**config.mk**
```make
export PLATFORM = sky130hd
export DESIGN_NAME = input_feeder
export DESIGN_NICKNAME = d
export VERILOG_FILES = /design/src/rtl/input_feeder.sv
export SDC_FILE = /design/constraint.sdc
export NUM_CORES = 1
export LEC_CHECK = 0
export BUFFER_PORTS_ARGS = -buffer_cell sky130_fd_sc_hd__clkbuf_2
export CORE_ASPECT_RATIO = 0.8
export CORE_MARGIN = 2
export CORE_UTILIZATION = 48
export CTS_CLUSTER_SIZE = 10
export DETAILED_ROUTE_END_ITERATION = 10
export PLACE_DENSITY = 0.92
export RECOVER_POWER = 25
export SLEW_MARGIN = 20
export SYNTH_ARGS = -nofsm -noshare
export SYNTH_HDL_FRONTEND = slang
export SYNTH_SLANG_ARGS = --single-unit
```
**constraint.sdc**
```tcl
create_clock -name clk -period 3 [get_ports clk]
set_input_delay 0.15 -clock clk [delete_from_list [all_inputs] [get_ports clk]]
set_output_delay 0.15 -clock clk [all_outputs]
set_load 0.005 [all_outputs]
```
**src/rtl/input_feeder.sv**
```systemverilog
// input_feeder: streams a buffer as optional zero skew beats then matrixSize real beats over valid/ready
// Ports:
//   clk, rst             clock, asynchronous active-high reset
//   start                begin one stream (sampled only when idle)
//   busy, done           stream in progress; one-cycle pulse after the last beat is accepted
//   readLocation         index into the buffer's combinational read port
//   readElement          buffer data for readLocation, same cycle
//   outValid, outReady   output handshake
//   outData, outLast     registered beat payload; high on the final real beat
module input_feeder #(
    parameter int matrixSize = 4,
    parameter int dataSize = 16,
    parameter int skewCycles = 0,
    localparam int AW = matrixSize > 1 ? $clog2(matrixSize) : 1,
    localparam int SW = skewCycles > 0 ? $clog2(skewCycles + 1) : 1
) (
    input  logic                clk,
    input  logic                rst,
    input  logic                start,
    output logic                busy,
    output logic                done,
    output logic [AW-1:0]       readLocation,
    input  logic [dataSize-1:0] readElement,
    output logic                outValid,
    input  logic                outReady,
    output logic [dataSize-1:0] outData,
    output logic                outLast
);
    typedef enum logic [1:0] {IDLE, SKEW, STREAM} state_t;
    localparam logic [AW-1:0] LAST = AW'(matrixSize - 1);
    localparam logic [SW-1:0] SKN = SW'(skewCycles);
    state_t state, state_n;
    logic [AW-1:0] idx, idx_n;
    logic [SW-1:0] sk, sk_n;
    logic [dataSize-1:0] data_n;
    logic valid_n, last_n, accept, finish, load_zero, load_real;
    assign accept = outValid & outReady;
    assign readLocation = idx;
    assign busy = state != IDLE;
    // idx is the index of the next real element to load; it parks on the
    // final index so readLocation never leaves the buffer range.
    // sk counts zero beats loaded; it is 0 whenever the block is idle.
    always_comb begin
        finish = state == STREAM && accept && outLast;
        load_zero = skewCycles > 0 && ((state == IDLE && start) || (state == SKEW && accept && sk != SKN));
        load_real = (state == IDLE && start && skewCycles == 0) || (state == SKEW && accept && sk == SKN) ||
                    (state == STREAM && accept && !outLast);
        state_n = finish ? IDLE : load_real ? STREAM : load_zero ? SKEW : state;
        idx_n = finish ? '0 : (load_real && idx != LAST) ? idx + AW'(1) : idx;
        sk_n = finish ? '0 : load_zero ? sk + SW'(1) : sk;
        valid_n = finish ? 1'b0 : (load_zero || load_real) ? 1'b1 : outValid;
        data_n = load_real ? readElement : load_zero ? '0 : outData;
        last_n = finish ? 1'b0 : load_real ? idx == LAST : load_zero ? 1'b0 : outLast;
    end
    always_ff @(posedge clk or posedge rst) begin
        if (rst) begin
            state <= IDLE;
            idx <= '0;
            sk <= '0;
            outValid <= 1'b0;
            outData <= '0;
            outLast <= 1'b0;
            done <= 1'b0;
        end else begin
            state <= state_n;
            idx <= idx_n;
            sk <= sk_n;
            outValid <= valid_n;
            outData <= data_n;
            outLast <= last_n;
            done <= finish;
        end
    end
endmodule

```
==> results.md, run 1 <==
* Outcome: finished clean
* CP Data Required Time at roughly 3.2 ns
* Final wirelength at 1870 µm
* Placed cells at 124
* Final Hold Fails at 0
* Die W at about 53 µm
* Share of cell area taken by muxes after synthesis at 0.267
* Vias in the first global route at just over 600
* Antenna diode count at 0
* Flop and latch count out of synthesis at 21
* Main combinational cell family by area after synthesis: multiplexers
* Endpoint kind of the worst setup timing path: flip-flop
* Combined area of all synthesized cells at around 930 µm²
* Category of the worst setup path launch point: flip-flop
* Iter 0 DRT Violations at 5
* Relative area change from synthesis to final layout at 24.2%
* Setup repair after global routing missed its margin: no
* Simple-gate portion of the synthesized area at 0.0564
* Leakage power at 0.000599 µW
* Worst-case clock buffer depth at 2
* Share of the synthesized area in compound gates (AO/OA/AOI/OAI) at 0.0456
* Final worst path period share at 0.569
* Pre-CTS setup slack at 1.28 ns
* Worst supply voltage drop on vdd at 0.000625 V
* Remaining design rule violation count at 0
* Clock tree from TritonCTS: yes
* Fin. max-slew vios at 0
* Final period demand of the worst path at 1.71 ns
* Area inside the core boundary at 1860 µm²
* Critical path fanouts, max at 16
* Xor/xnor share of the synthesized area at 0
* Die Y-Extent at ~43 µm
* Clk Latency, worst-skew pair at ~0.31 ns
* Worst Clk Skew at 0.00856 ns
* Post-synthesis cell count at 62
* Resize count post-CTS at 0
* Initial standard-cell utilization of the core at 0.502
* Number of cells in the finished layout apart from fillers at 129
* Number of antenna violations at the first check in global routing at 0
* Remaining max-slew budget at the tightest pin at 0.485
* Routed via count divided by cell count at 4.91
* Fraction of final layout cells with drive strength greater than 1 at 0.552
* Final setup margin at 1.29 ns
* Largest net degree at the start of global routing at 22
* Layout Cell Area excl Fill at between 1000 and 1500 µm²
* Number of unique standard cell types used by synthesis at 20
* Number of H-tree levels at 1
* CTS Root Cell: clkbuf_4
* Area of the die at approximately 2300 µm²
* Synthesized net count at 83
* Number of buffers inserted by port buffering at between 40 and 50
* Maximum Capacitance Violations at 0
* WP data arrival at 1.91 ns
* HPWL after detailed placement at ~1400 µm
* Sequential cell area fraction in the yosys report at 0.564
* Kind of critical path: flip-flop to flip-flop
* Per-instance average area after synthesis at around 15 µm²
* Post-CTS setup buffer count at 0
* Synthesized-area fraction occupied by adder cells at 0.0134
* Post-DRT Antenna Nets at 0
* Cell row count at 14
* Clock slew seen by the registers of the worst setup and hold paths at approximately 0.12 ns
* GPL Wtd Cong at around 0.73
* Total number of vias at 633
* Number of clock buffers inserted by TritonCTS at 3
* # clock sinks at 21
* Final-layout fill cell count at approximately 170
* Top area cells in the synthesized netlist: dfrtp_1 56%, mux2_4 16%, mux2_2 8.5%
* Number of I/O pins at 42
* Dominant cell type by area after synthesis: dfrtp_1
* Total congestion overflow after global routing at 0
* Layout Nets at 127
* Total power density per cell area at between 1000 and 1500 nW/µm²
* Slew at the pin closest to its max-slew limit at 0.771 ns
* Setup Total Neg Slack at 0 ns
* Highest Clock Rate at 586 MHz
* Final routed wire length divided by cell count at 14.5 µm
* Portion of synthesized cell area occupied by the leading cell type at 0.564
* Pre-antenna DRT Iters at 2
* Path class of the lowest-slack min-delay path: input pin to flip-flop
* Total global routing track utilization at 0.190
* Count of warnings emitted by yosys at 0
* Total of endpoints with negative setup slack in the final report at 0
* First-pass GRT wire length at between 2000 and 3000 µm
* Worst hold slack across all endpoints at ~0.067 ns
* Area after DPL at 1130 µm²
path summary, 6_finish.rpt:
kind,slack [ns],end,startpoint,depth (start not counted)
worst min register to register,0.52,outData[5],outData[5],1
worst max register to register,1.29,outData[8],state[1],3
worst min-delay path,0.07,outData[15],readElement[15],2
worst max-delay path,1.29,outData[8],state[1],3
max in group asynchronous,2.01,done,rst,3
min in group asynchronous,0.51,outData[6],rst,3
sequential cells by signal, indices dropped and copies added (netlist names):
| name | count |
|---|---|
| done | 1 |
| outData | 16 |
| readLocation | 2 |
| outLast | 1 |
| state | 1 |
timing repair:
item                                    4_1_cts  5_1_grt
endpoints found under the setup margin        0        0
hold endpoints to repair                     21        0
hold buffers                                  1        0
cells by family after synthesis:
| kind of cell | after synthesis |
|---|---|
| flops | 21 |
| mux | 19 |
| simple gates | 10 |
| buf+inv | 6 |
| compound gates | 5 |
| fa+ha+maj | 1 |
where the power goes:
group	switching (µW)	total (µW)	internal (µW)
clock	85.4	135	49.8
combinational	202	508	306
sequential	108	530	422
routing by layer:
metal,vias up,share of wire,global-route usage,wire length (µm)
li1,303,-,-,-
met1,305,0.38,0.226,715
met2,23,0.54,0.311,1010
met3,2,0.072,0.0793,134
met4,0,0.0054,0.0615,10
met5,-,0,0,0
cell usage in the layout (no fill, tap or decap), types with 2 or more instances in the layout:
master and instances:
dfrtp_1 21, nor2_1 3, mux2i_1 2, clkbuf_2 34
inv_1 2, a21oi_1 2, mux2_2 7, clkbuf_1 7
clkbuf_4 3, nand2_1 3, mux2_4 10
worst max-delay path, cell delays in order, from the launching register on:
cell and delay (ns):
dfrtp_1 0.62, nand2_4 0.09, o22ai_4 0.50, mux2_2 0.41
per-stage QoR:
| step | utilization | power, µW |
|---|---|---|
| finish | 0.623 | 1170 |
| detailed placement | 0.608 | 1060 |
| floorplan | - | 882 |
| CTS | 0.628 | 1200 |
| global route | 0.623 | 1270 |
| global placement | 0.608 | 1020 |
synth_stat cells:
library cell / instances
a211oi_1: 1
a21oi_1: 2
and2b_1: 1
buf_12: 1
buf_4: 1
buf_6: 1
dfrtp_1: 21
ha_1: 1
inv_1: 2
inv_2: 1
mux2_2: 7
mux2_4: 10
mux2i_1: 2
nand2_1: 3
nand2_4: 1
nand3_1: 1
nor2_1: 3
o21ai_0: 1
o22ai_4: 1
or3_1: 1
cell type report:
type / count / area [µm²] / area share
clock buffer: 3 / 22.5 / 0.0195
sequential: 21 / 526 / 0.454
clock inverter: 1 / 5.00 / 0.00432
multi-input combinational: 35 / 357 / 0.308
inverter: 3 / 11.3 / 0.00973
timing repair buffer: 42 / 206 / 0.178
tap: 24 / 30.0 / 0.0259
Note: power is estimated with default switching activity, not from simulation.
==> run 2: changes to the inputs <==
Settings changed: CORE_UTILIZATION 48 to 45, PLACE_DENSITY 0.92 to 0.88.
Clock period 3 ns to 1.7 ns, I/O delays scaled along.
==> run 2 against run 1 <==
  * First-iteration DRC count rose by 20%
  * Sequential share of layout area fell by 5.4 points
  * Clock-buffer cell count did not move
  * Core utilization rose by 6.4 points
  * Cell area rose by 13%
  * Worst hold slack got worse by 0.059 ns
  * Via count rose by 9.8%
  * Fmax rose by 15%
  * Sequential power rose by 76%
  * Worst setup slack got worse by 1.1 ns
==> results.md, run 2 (synthesized netlist as in run 1, its figures left out) <==
* Outcome: finished clean
* Clock tree from TritonCTS: yes
* Buf+Inv Stages, Crit Path at 1 (+1)
* Path class of the lowest-slack min-delay path: input pin to flip-flop
* Slew at the pin closest to its max-slew limit at 0.765 ns (-0.00569 ns)
* Maximum Capacitance Violations at 0 (unchanged)
* Worst supply voltage drop on vdd at 0.000922 V (+48%)
* Relative area change from synthesis to final layout at 40.8%
* Setup repair after global routing missed its margin: no
* Clk pwr share at 0.112 (-0.003)
* Area of the multi-input gates at 357 µm² (unchanged)
* Total global routing track utilization at 0.170 (-0.0192)
* Total number of vias at 695 (+9.8%)
* Number of buffers inserted by port buffering at 41 (unchanged)
* Number of antenna violations at the first check in global routing at 0 (unchanged)
* Cell row count at 14 (unchanged)
* Final routed wire length divided by cell count at 13.8 µm (-4.5%)
* Highest Clock Rate at 672 MHz (+15%)
* Final wirelength at 2000 µm (+7.3%)
* Largest stage delay on the critical path at 0.60 ns (-0.02 ns)
* CP Data Required Time at 1.89 ns (-1.32 ns)
* Seq pwr share at 0.440 (-0.012)
* Part of the power in combinational logic at 0.448 (+0.015)
* Total power density per cell area at 1620 nW/µm² (+60%)
* Largest net degree at the start of global routing at 22 (unchanged)
* Final Total Pwr at 2120 µW (+81%)
* Area of the die at 2450 µm² (+6.1%)
* Clock slew seen by the registers of the worst setup and hold paths at 0.12 ns (about the same)
* GPL Wtd Cong at 0.733 (+0.69%)
* Endpoint kind of the worst setup timing path: flip-flop
* WP data arrival at 1.68 ns (-0.23 ns)
* Total of endpoints with negative setup slack in the final report at 0 (unchanged)
* Total congestion overflow after global routing at 0 (unchanged)
* Fin. max-slew vios at 0 (unchanged)
* Cell internal pwr at 1420 µW (+82%)
* HPWL after detailed placement at 1340 µm (-4.8%)
* Final worst path period share at 0.876 (+0.307)
* Resize count post-CTS at 0 (unchanged)
* Remaining design rule violation count at 0 (unchanged)
* Clk Latency, worst-skew pair at 0.31 ns (about the same)
* Number of H-tree levels at 1 (unchanged)
* Area inside the core boundary at 1910 µm² (+2.8%)
* Remaining max-slew budget at the tightest pin at 0.489 (+0.00379)
* Routed via count divided by cell count at 4.79 (-2.3%)
* Vias in the first global route at 627 (+0.80%)
* Worst Clk Skew at 0.0127 ns (+0.00418 ns)
* Cell-by-cell trace of the critical path: nand2_4, o22ai_4, buf_4, mux2_2
* Number of clock buffers inserted by TritonCTS at 3 (unchanged)
* Post-DRT Antenna Nets at 0 (unchanged)
* Die Y-Extent at 44.7 µm (+3.0%)
* Kind of critical path: flip-flop to flip-flop
* Critical path fanouts, max at 9 (-7)
* Largest Register: outData
* First-pass GRT wire length at 2900 µm (-2.5%)
* Iter 0 DRT Violations at 6 (+1)
* Final period demand of the worst path at 1.49 ns (-0.219 ns)
* Die W at 54.9 µm (+3.0%)
* CTS Root Cell: clkbuf_4
* Kind of cell adding the most delay to the critical path: flip-flops
* Number of cells in the finished layout apart from fillers at 145 (+12%)
* Largest register FFs at 16 (unchanged)
* Placed cells at 126 (+1.6%)
* Leading cell type in the layout, fill and taps excluded: clkbuf_2
* Antenna diode count at 0 (unchanged)
* Switch Pwr at 707 µW (+79%)
* Category of the worst setup path launch point: flip-flop
* Final Hold Fails at 0 (unchanged)
* Leakage power at 0.000668 µW (+11%)
* Layout Nets at 143 (+13%)
* # clock sinks at 21 (unchanged)
* Fraction of final layout cells with drive strength greater than 1 at 0.496 (-0.0565)
* Storage element area at 526 µm² (unchanged)
* Internal reg-to-reg setup slack at 0.21 ns (-1.08 ns)
* Share of total power consumed by net switching at 0.333 (-0.00446)
* Commonest cells after routing, fill and taps aside: 34 x clkbuf_2, 21 x dfrtp_1, 15 x dlygate4sd3_1, 10 x mux2_4, 7 x mux2_2
* Final-layout fill cell count at 137 (-21%)
* Number of I/O pins at 42 (unchanged)
* Initial standard-cell utilization of the core at 0.488 (-0.0138)
* Pre-antenna DRT Iters at 2 (unchanged)
* Setup Total Neg Slack at 0 ns (unchanged)
* Worst hold slack across all endpoints at 0.00798 ns (-0.0587 ns)
* Cell at the slowest stage of the critical path: dfrtp_1
* Worst-case clock buffer depth at 2 (unchanged)
==> run 2: cell count changes in the layout (fill, tap and decap cells not counted) <==
cell | previous run | this run
buf_1 | 0 | 1
clkbuf_1 | 7 | 6
buf_4 | 0 | 2
dlygate4sd3_1 | 1 | 15
==> run 2: final timing paths <==
check                                 from         endpoint  depth (start not counted)
setup / recovery                  state[1]      outData[14]                          4
hold / removal             readElement[12]      outData[12]                          2
setup reg to reg                  state[1]      outData[14]                          4
hold reg to reg                 outData[8]       outData[8]                          1
max in group asynchronous              rst  readLocation[0]                          3
min in group asynchronous              rst       outData[0]                          3
==> run 2: layout make-up <==
type / instances / area share
clock buffer: 3 / 0.0172
clock inverter: 1 / 0.00381
inverter: 3 / 0.00858
multi-input combinational: 35 / 0.272
sequential: 21 / 0.400
tap: 24 / 0.0229
timing repair buffer: 58 / 0.276
==> run 2: power by group through the flow <==
stage          registers (µW)  logic (µW)  clock network [µW]
2_1_floorplan             917         640                   0
3_3_place_gp              924         915                   0
3_5_place_dp              938         939                   0
4_1_cts                   927         956                 247
5_1_grt                   969        1040                 276
6_report                  933         951                 238
==> run 2: through the flow <==
stage               utilization  cell area, µm²  setup slack, ns
floorplan                     -             932            0.299
global placement          0.599            1140            0.317
detailed placement        0.599            1140            0.252
CTS                       0.640            1220            0.220
global route              0.687            1310            0.133
finish                    0.687            1310            0.211
==> run 2: metal layers <==
metal / routed length (µm) / GRT usage / vias up / share of wire
li1: - / - / 332 / -
met1: 777 / 0.217 / 334 / 0.39
met2: 1070 / 0.276 / 22 / 0.53
met3: 105 / 0.0530 / 7 / 0.052
met4: 54 / 0.0550 / 0 / 0.027
met5: 0 / 0 / - / 0
==> run 2: repair_timing <==
action	4_1_cts	5_1_grt
hold buffers	5	10
endpoints found under the hold margin	25	10
setup buffers	0	0
==> run 3: changes to the inputs <==
Settings changed: GPL_TIMING_DRIVEN from default to 0.
==> run 3 against run 2 <==
  * Critical path depth stayed put
  * First-iteration DRC count is 67% higher
  * Sequential power is 3.6% lower
==> results.md, run 3 (synthesized netlist as in run 1, its figures left out) <==
* Post-DRT Antenna Nets at 0 (unchanged)
* Commonest cells after routing, fill and taps aside: 34 x clkbuf_2, 21 x dfrtp_1, 14 x dlygate4sd3_1, 10 x mux2_4
* Cell at the slowest stage of the critical path: dfrtp_1
* Clock slew seen by the registers of the worst setup and hold paths at 0.12 ns (about the same)
* Area inside the core boundary at 1910 µm² (unchanged)
* Largest Register: outData
* GPL Wtd Cong at 0.790 (+7.8%)
* Largest register FFs at 16 (unchanged)
* Remaining design rule violation count at 0 (unchanged)
* Final worst path period share at 0.885 (+0.00946)
* Die W at 54.9 µm (unchanged)
* Vias in the first global route at 644 (+2.7%)
* CTS Root Cell: clkbuf_4
* Routed via count divided by cell count at 4.88 (+1.9%)
* Leakage power at 0.000674 µW (+0.84%)
* Number of H-tree levels at 1 (unchanged)
* Largest stage delay on the critical path at 0.42 ns (-0.18 ns)
* Pre-antenna DRT Iters at 4 (+2)
* First-pass GRT wire length at 3040 µm (+5.0%)
* Setup repair after global routing missed its margin: no
* Number of antenna violations at the first check in global routing at 0 (unchanged)
* Worst hold slack across all endpoints at 0.00646 ns (-0.00152 ns)
* Total of endpoints with negative setup slack in the final report at 0 (unchanged)
* Total number of vias at 713 (+2.6%)
* Final setup margin at 0.195 ns (-0.0161 ns)
* Outcome: finished clean
* Endpoint kind of the worst setup timing path: flip-flop
* Number of buffers inserted by port buffering at 41 (unchanged)
* Highest Clock Rate at 665 MHz (-1.1%)
* Final wirelength at 2040 µm (+1.8%)
* Clock tree from TritonCTS: yes
* HPWL after detailed placement at 1410 µm (+4.7%)
* Total congestion overflow after global routing at 0 (unchanged)
* Fraction of final layout cells with drive strength greater than 1 at 0.504 (+0.00826)
* # clock sinks at 21 (unchanged)
* Clk Latency, worst-skew pair at 0.31 ns (about the same)
* Number of I/O pins at 42 (unchanged)
* Area of the die at 2450 µm² (unchanged)
* Final period demand of the worst path at 1.50 ns (+0.0161 ns)
* Cell row count at 14 (unchanged)
* Total power density per cell area at 1640 nW/µm² (+1.1%)
* Final Total Pwr at 2170 µW (+2.4%)
* Critical path fanouts, max at 10 (+1)
* Setup Total Neg Slack at 0 ns (unchanged)
* Wire length the detailed router placed on met1 at 788 µm (+1.4%)
* Number of clock buffers inserted by TritonCTS at 3 (unchanged)
* Total global routing track utilization at 0.182 (+0.0118)
* Maximum Capacitance Violations at 0 (unchanged)
* Kind of critical path: flip-flop to flip-flop
* Leading cell type in the layout, fill and taps excluded: clkbuf_2
* Worst supply voltage drop on vdd at 0.00105 V (+14%)
* Worst-case clock buffer depth at 2 (unchanged)
* Category of the worst setup path launch point: flip-flop
* Die Y-Extent at 44.7 µm (unchanged)
* Initial standard-cell utilization of the core at 0.488 (unchanged)
* Path class of the lowest-slack min-delay path: input pin to flip-flop
* WP data arrival at 1.71 ns (+0.03 ns)
* Fin. max-slew vios at 0 (unchanged)
* Final routed wire length divided by cell count at 14.0 µm (+1.1%)
* Remaining max-slew budget at the tightest pin at 0.480 (-0.00956)
* Iter 0 DRT Violations at 10 (+4)
* Worst Clk Skew at 0.00671 ns (-0.00604 ns)
* Slew at the pin closest to its max-slew limit at 0.780 ns (+0.0143 ns)
* Met3 Routed Length at 86 µm (-18%)
* Met2 Wirelength at 1100 µm (+3.1%)
* CP Data Required Time at 1.90 ns (about the same)
* Final-layout fill cell count at 144 (+5.1%)
* Highest metal layer with signal wires: met4
* Cell-by-cell trace of the critical path: buf_6, o22ai_4, buf_12, mux2_4
* Relative area change from synthesis to final layout at 42.5%
* Largest net degree at the start of global routing at 22 (unchanged)
* Final Hold Fails at 0 (unchanged)
* Pre-CTS setup slack at 0.200 ns (-0.0518 ns)
* Layout Nets at 143 (unchanged)
run 3: cell count changes in the layout (fill, tap and decap cells not counted):
cell	previous run	this run
buf_1	1	0
buf_12	0	1
buf_4	2	1
buf_6	0	1
clkbuf_1	6	7
diode_2	0	1
dlygate4sd3_1	15	14
run 3: final timing paths:
check / from / endpoint / slack, ns / cells past startpoint
min reg2reg: outData[3] / outData[3] / 0.52 / 1
min in group asynchronous: rst / outData[11] / 0.46 / 3
max: state[1] / outData[13] / 0.20 / 4
min: readElement[15] / outData[15] / 0.006 / 2
max reg2reg: state[1] / outData[13] / 0.20 / 4
max in group asynchronous: rst / outData[0] / 0.75 / 3
run 3: repair_timing:
item | CTS | global route
setup buffers | 0 | 0
hold endpoints to repair | 30 | 4
resized for setup | 0 | 0
hold buffers | 10 | 4
run 3: final cells by class:
| cell class | count | area, µm² | share of cell area |
|---|---|---|---|
| multi-input cells | 35 | 357 | 0.268 |
| plain buffers | 3 | 38.8 | 0.0292 |
| clock buffers | 3 | 22.5 | 0.0169 |
| flip-flops and latches | 21 | 526 | 0.395 |
| diodes | 1 | 2.50 | 0.00188 |
| inverters | 3 | 11.3 | 0.00847 |
| repair buffers | 55 | 337 | 0.253 |
| clock inverters | 1 | 5.00 | 0.00377 |
| well taps | 24 | 30.0 | 0.0226 |
run 3: per-stage QoR:
stage | utilization | cells | area, µm²
floorplan | - | 62 | 932
global placement | 0.611 | 127 | 1170
finish | 0.696 | 146 | 1330
detailed placement | 0.611 | 127 | 1170
CTS | 0.678 | 141 | 1290
global route | 0.695 | 145 | 1330
run 3: routing by layer:
metal,vias to the layer above,GRT usage
li1,333,-
met1,348,0.208
met2,24,0.333
met3,8,0.0497
met4,0,0.0450
met5,-,0
run 3: critical path, delay by kind of cell, from the launching register on:
family	cells	cell delay, ns
flip-flops	1	0.42
buffers and inverters	2	0.35
AO/OA/AOI/OAI	1	0.32
multiplexers	1	0.30
run 3: report_power, final:
part           leakage (µW)  switching [µW]  internal, µW
combinational      0.000408             407           624
clock             0.0000177             154          88.1
sequential         0.000247             155           744
